### src/rtl/reaction_meter_if.sv
// Player-side bundle of the reaction meter: round control and stimulus
// inputs plus the result/status outputs. The meter takes the slave view.
interface reaction_meter_if #(
  parameter int W = 12
);
  logic         arm;
  logic         go;
  logic         btn;
  logic         busy;
  logic         valid;
  logic         early;
  logic         timeout;
  logic [W-1:0] time_ms;
  logic [W-1:0] best_ms;

  modport master (
    output arm, go, btn,
    input  busy, valid, early, timeout, time_ms, best_ms
  );

  modport slave (
    input  arm, go, btn,
    output busy, valid, early, timeout, time_ms, best_ms
  );
endinterface

### src/rtl/reaction_meter.sv
// Reaction meter: once the stimulus LED turns on, counts 1 ms ticks until
// the player's synchronised button edge, flags early presses and timeouts,
// and tracks the best valid time since reset.
module reaction_meter #(
  parameter int W      = 12,
  parameter int MAX_MS = 1999
) (
  input  logic             clk1k,
  input  logic             rst_n,
  reaction_meter_if.slave  bus
);

  localparam logic [W-1:0] MAX_C = W'(MAX_MS);

  typedef enum logic [2:0] {
    IDLE,
    WAIT_GO,
    TIMING,
    DONE,
    EARLY,
    TOUT
  } state_e;

  state_e       state_q, state_d;
  logic [W-1:0] cnt_q, cnt_d;
  logic [W-1:0] time_q, time_d;
  logic [W-1:0] best_q, best_d;
  logic         s1_q, s2_q, prev_q;
  logic         btn_rise;

  // The raw button is asynchronous; s1/s2 resynchronise it, prev finds the edge.
  assign btn_rise = s2_q & ~prev_q;

  // State, counter, results and button flops, all with synchronous reset.
  // NOTE: sequential state uses <= so every flop samples pre-edge values.
  always_ff @(posedge clk1k) begin
    if (!rst_n) begin
      state_q <= IDLE;
      cnt_q   <= '0;
      time_q  <= '0;
      best_q  <= '1;
      s1_q    <= 1'b0;
      s2_q    <= 1'b0;
      prev_q  <= 1'b0;
    end else begin
      state_q <= state_d;
      cnt_q   <= cnt_d;
      time_q  <= time_d;
      best_q  <= best_d;
      s1_q    <= bus.btn;
      s2_q    <= s1_q;
      prev_q  <= s2_q;
    end
  end

  // Next-state logic: arm restarts from anywhere, otherwise walk the round.
  always_comb begin
    // NOTE: defaults first so every path assigns every target (no latches).
    state_d = state_q;
    cnt_d   = cnt_q;
    time_d  = time_q;
    best_d  = best_q;

    if (bus.arm) begin
      state_d = WAIT_GO;
      cnt_d   = '0;
    end else begin
      case (state_q)
        WAIT_GO: begin
          if (btn_rise) begin
            state_d = EARLY;
          end else if (bus.go) begin
            state_d = TIMING;
            cnt_d   = '0;
          end
        end
        TIMING: begin
          if (btn_rise) begin
            state_d = DONE;
            time_d  = cnt_q;
            if (cnt_q < best_q) best_d = cnt_q;
          end else if (cnt_q == MAX_C) begin
            // Compare before increment so the counter can never wrap.
            state_d = TOUT;
            time_d  = MAX_C;
          end else begin
            cnt_d = cnt_q + 1'b1;
          end
        end
        default: begin
          // IDLE, DONE, EARLY, TOUT hold until the next arm.
        end
      endcase
    end
  end

  // Status flags are decoded straight from the state register.
  assign bus.busy    = (state_q == WAIT_GO) || (state_q == TIMING);
  assign bus.valid   = (state_q == DONE);
  assign bus.early   = (state_q == EARLY);
  assign bus.timeout = (state_q == TOUT);
  assign bus.time_ms = time_q;
  assign bus.best_ms = best_q;

endmodule

### src/flat_wrapper.sv
// flat-port wrapper written by rule: the top's interface ports become plain ports
module reaction_meter_flat 
#(
  parameter int W      = 12,
  parameter int MAX_MS = 1999
)
  (clk1k, rst_n, bus_arm, bus_go, bus_btn, bus_busy, bus_valid, bus_early, bus_timeout, bus_time_ms, bus_best_ms);
  reaction_meter_if #(.W(W)) bus_i ();
  input  logic clk1k;
  input  logic rst_n;
  input wire logic [$bits(bus_i.arm)-1:0] bus_arm;
  input wire logic [$bits(bus_i.go)-1:0] bus_go;
  input wire logic [$bits(bus_i.btn)-1:0] bus_btn;
  output wire logic [$bits(bus_i.busy)-1:0] bus_busy;
  output wire logic [$bits(bus_i.valid)-1:0] bus_valid;
  output wire logic [$bits(bus_i.early)-1:0] bus_early;
  output wire logic [$bits(bus_i.timeout)-1:0] bus_timeout;
  output wire logic [$bits(bus_i.time_ms)-1:0] bus_time_ms;
  output wire logic [$bits(bus_i.best_ms)-1:0] bus_best_ms;
  assign bus_i.arm = bus_arm;
  assign bus_i.go = bus_go;
  assign bus_i.btn = bus_btn;
  assign bus_busy = bus_i.busy;
  assign bus_valid = bus_i.valid;
  assign bus_early = bus_i.early;
  assign bus_timeout = bus_i.timeout;
  assign bus_time_ms = bus_i.time_ms;
  assign bus_best_ms = bus_i.best_ms;
  reaction_meter #(.W(W), .MAX_MS(MAX_MS)) u_core (.clk1k(clk1k), .rst_n(rst_n), .bus(bus_i));
endmodule
### config.mk
export PLATFORM = sky130hd
export DESIGN_NAME = reaction_meter_flat
export DESIGN_NICKNAME = d
export VERILOG_FILES = /design/src/rtl/reaction_meter_if.sv /design/src/rtl/reaction_meter.sv /design/src/flat_wrapper.sv
export SDC_FILE = /design/constraint.sdc
export NUM_CORES = 1
export LEC_CHECK = 0
export CORE_MARGIN = 2
export CORE_UTILIZATION = 62
export CTS_CLUSTER_DIAMETER = 50
export DETAILED_ROUTE_END_ITERATION = 7
export DONT_BUFFER_PORTS = 1
export GPL_ROUTABILITY_DRIVEN = 1
export MAX_ROUTING_LAYER = met4
export PLACE_DENSITY = 0.75
export REMOVE_ABC_BUFFERS = 1
export SLEW_MARGIN = 20
export SYNTH_ARGS = -nofsm -noshare
export SYNTH_HDL_FRONTEND = slang
export SYNTH_SLANG_ARGS = --single-unit
### constraint.sdc
create_clock -name clk1k -period 2.6 [get_ports clk1k]
set_input_delay 0.26 -clock clk1k [delete_from_list [all_inputs] [get_ports clk1k]]
set_output_delay 0.26 -clock clk1k [all_outputs]
set_load 0.01 [all_outputs]
==> results.md <==
Drt:
- The initial detailed-routing violation count is 204.
- For this run, the detailed router's first-pass iteration total came to 4.
- The post-detailed-route count of antenna-violating nets is 0.
- In the final routed layout, each cell accounts on average for 17.2 um.
- The remaining routing DRC violations is 0.
- The detailed-route wire length is 5.15 mm.
- The total vias in the final route is 1957.
- Dividing the detail-routed via count by the number of cells gives 6.55.

Synthesis:
- The number of library cell types mapped by synthesis is 45.
- The sequential share of the synthesized area is 0.380.
- The number of synthesized flops with an enable pin is 0.
- The area share of the largest cell type after synthesis is 0.380.
- In the synthesized netlist the async set-or-reset flop fraction comes to 0.
- Synthesis produced a netlist whose cell count is 253.
- The count of warnings emitted by yosys is 0.
- Synthesis inferred 42 register bits.
- Dividing the synthesized area by the synthesized cell count gives 8.74 sq um.
- The netlist area before placement is 2210 sq um.
- sky130_fd_sc_hd__dfxtp_1 takes more of the synthesized area than any other cell.
- The predominant post-synthesis flop cell is sky130_fd_sc_hd__dfxtp_1.
- Yosys attributes the largest share of cell area to sky130_fd_sc_hd__dfxtp_1 38%, sky130_fd_sc_hd__o221a_2 11%, sky130_fd_sc_hd__ha_1 7.9%.

Floorplan:
- Measured along the y axis, the die boundary spans 63.7 um.
- The standard-cell row count is 21.
- 33 I/O pins were placed.
- The starting density of the core is 0.653.
- The width of the chip is 63.7 um.
- The die covers 4060 sq um.
- The floorplan step defined a core boundary enclosing 3390 sq um.

Final layout:
- 0 antenna diodes ended up in the layout.
- The final instance area is 2320 sq um.
- The layout has 285 filler cells.
- After the last flow step, the layout net total stands at 272.
- Compared with the post-synthesis result, the final layout area differs by 5.03%.
- The post-route non-filler standard cell count is 299.
- The proportion of layout cells with a drive suffix above 1 is 0.194.
- For this run, the share of the core covered by cells in the final layout is 0.685.

Setup path:
- The launch point of the worst path is u_core.state_q[2].
- The critical path in this run is classified as reg2reg.
- STA puts the critical path data required time at 2.87 ns.
- The endpoint kind of the worst setup timing path is a register.
- The startpoint type of the worst setup path is a register.
- Along the worst path, the maximum fanout reaches 15.
- STA puts the critical path data arrival time at 2.69 ns.
- The source of the worst register-to-register timing path is u_core.state_q[2].

GRT:
- The first global-routing pass estimated 8.57 mm of wire.
- The total track usage is 0.273.
- The maximum number of pins on one net before global-route repair is 34.
- The via count of the first global-routing pass was 1772.
- The number of antenna violations at the first check in global routing is 0.
- After global routing the overflow that remains totals 0.

STA:
- Of the available clock period, the critical path in the final layout requires 0.931.
- The number of hold violations in the final report is 0.
- The slew of the pin with the lowest slew margin is 0.541 ns.
- After routing, the total negative slack on setup checks comes to 0 ns.
- Setup violations remaining at the end of the flow were counted as 0.
- The final number of max-transition violations is 0.
- Between clock sinks in the finished design, the worst skew comes to 0.00809 ns.
- The headroom to the max-slew limit is 0.636.
- Based on the critical path, the design can be clocked at up to 0.413 GHz.
- The minimum hold slack is 0.0476 ns.
- For the finished layout, the period the worst path requires is 2.42 ns.
- Setup repair after global routing left no endpoint under its margin.

Placed design:
- The post-detailed-placement half-perimeter wirelength is 3.75 mm.
- The count of input and output buffers is 0.
- The final estimated routing congestion in global placement is 0.878.
- The number of instances in the placed design is 292.
- The placed instance area is 2280 sq um.

Pwr:
- VDD sags by at most 0.245 mV.
- The share of total power dissipated in combinational logic is 0.054.
- Of the total power, the share spent switching nets is 0.231.
- The sequential share of power is 0.651.
- Of the total power, the clock network draws 0.295.
- For this design the ratio of total power to cell area is 432 nW/um^2.
- The static leakage power is 0.957 nW.
- The internal power component is 0.771 mW.
- The net switching component of the power is 0.232 mW.

CTS:
- TritonCTS built the clock tree.
- The clock passes through at most 2 buffers.
- After clock tree synthesis, the flow added hold-fix buffers numbering 0.
- At the later pin of the worst-skew pair, clock insertion delay measures 0.34 ns.
- CTS built an H-tree with a depth of 2.
- Once the clock tree was built, the setup fixing pass inserted 0 buffers.
- The clock sink total is 42.
- The clock tree root buffer cell is sky130_fd_sc_hd__clkbuf_4.
- Counting the buffers created by CTS gives 5.
- The clock input transition at the sequential cells of the worst setup and hold paths is 0.11 ns.
- Once the clock tree was built, the resizer swapped 0 gates to a different size.

Worst hold path:
- The worst hold path begins at bus_btn.
- The tightest min-delay check is of the in2reg type.

Outcome:
- The run finished with clean final reports.

Job:
- Across the run, the number of max-cap violations was 0.
-- cells by family after synthesis --
family | synth area share
simple gates | 0.212
compound gates | 0.247
flops | 0.380
buf+inv | 0.0662
fa+ha+maj | 0.0792
xor+xnor | 0.0158
-- worst max-delay path: stages (launching register included) --
cell                       delay [ns]
sky130_fd_sc_hd__dfxtp_1         0.50
sky130_fd_sc_hd__or3b_4          0.24
sky130_fd_sc_hd__clkinv_4        0.07
sky130_fd_sc_hd__ha_1            0.25
sky130_fd_sc_hd__or4_4           0.63
sky130_fd_sc_hd__or4_1           0.52
sky130_fd_sc_hd__a21oi_1         0.15
-- placed cells by master (no fill, tap or decap), drive strengths merged, types with 4 or more instances in the layout --
cell type / instances
dfxtp: 42
o221a: 21
inv: 17
nand2: 17
a21oi: 16
nor3: 14
ha: 14
a31oi: 13
nor2: 12
buf: 11
or3: 9
nand3: 7
o21ai: 7
clkbuf: 7
xnor2: 4
nor4: 4
-- area by class of cell --
class,instances,area (sq um),area share
clock buffer,7,45.0,0.0194
tap,46,57.6,0.0248
multi-input combinational,175,1220,0.527
timing repair buffer,11,82.6,0.0355
inverter,18,72.6,0.0312
sequential,42,841,0.362
-- Yosys cell counts, types with 9 or more instances --
cell and n:
sky130_fd_sc_hd__nand2_1 17, sky130_fd_sc_hd__a31oi_1 13, sky130_fd_sc_hd__clkbuf_1 14, sky130_fd_sc_hd__a21oi_1 16
sky130_fd_sc_hd__nor2_1 11, sky130_fd_sc_hd__dfxtp_1 42, sky130_fd_sc_hd__or3_1 9, sky130_fd_sc_hd__ha_1 14
sky130_fd_sc_hd__nor3_1 14, sky130_fd_sc_hd__inv_1 17, sky130_fd_sc_hd__o221a_2 21
-- power by group through the flow --
stage,sequential [mW],combinational [mW],clock (mW)
6_report,0.653,0.0541,0.296
5_1_grt,0.654,0.0597,0.323
4_1_cts,0.653,0.0534,0.302
3_5_place_dp,0.668,0.0530,0
3_3_place_gp,0.667,0.0522,0
2_1_floorplan,0.667,0.0395,0
-- metrics by stage --
stage                     setup WS, ns  power (mW)
after floorplan                -0.0479       0.707
after global placement           0.319       0.720
after detailed placement         0.238       0.721
after CTS                        0.211        1.01
after global routing            0.0626        1.04
final                            0.180        1.00
-- registers in the layout, indices dropped and copies added, names as in the netlist --
register and count:
u_core.s2_q 1, u_core.prev_q 1, u_core.s1_q 1, u_core.bus.best_ms 12
u_core.bus.time_ms 12, u_core.state_q 3, u_core.cnt_q 12
-- worst paths after layout --
| path | slack, ns | depth (start not counted) | to |
|---|---|---|---|
| worst max-delay path | 0.18 | 6 | u_core.cnt_q[9] |
| worst min-delay path | 0.05 | 1 | u_core.s1_q |
| worst max register to register | 0.18 | 6 | u_core.cnt_q[9] |
| worst min register to register | 0.45 | 1 | u_core.s2_q |
-- routing by layer --
layer / GRT usage / wire length (um) / share of wire
met3: 0.0546 / 273 / 0.053
met1: 0.358 / 2300 / 0.45
met5: - / 0 / 0
met4: 0.0761 / 51 / 0.0099
met2: 0.430 / 2520 / 0.49
(Power assumes the default switching activity.)
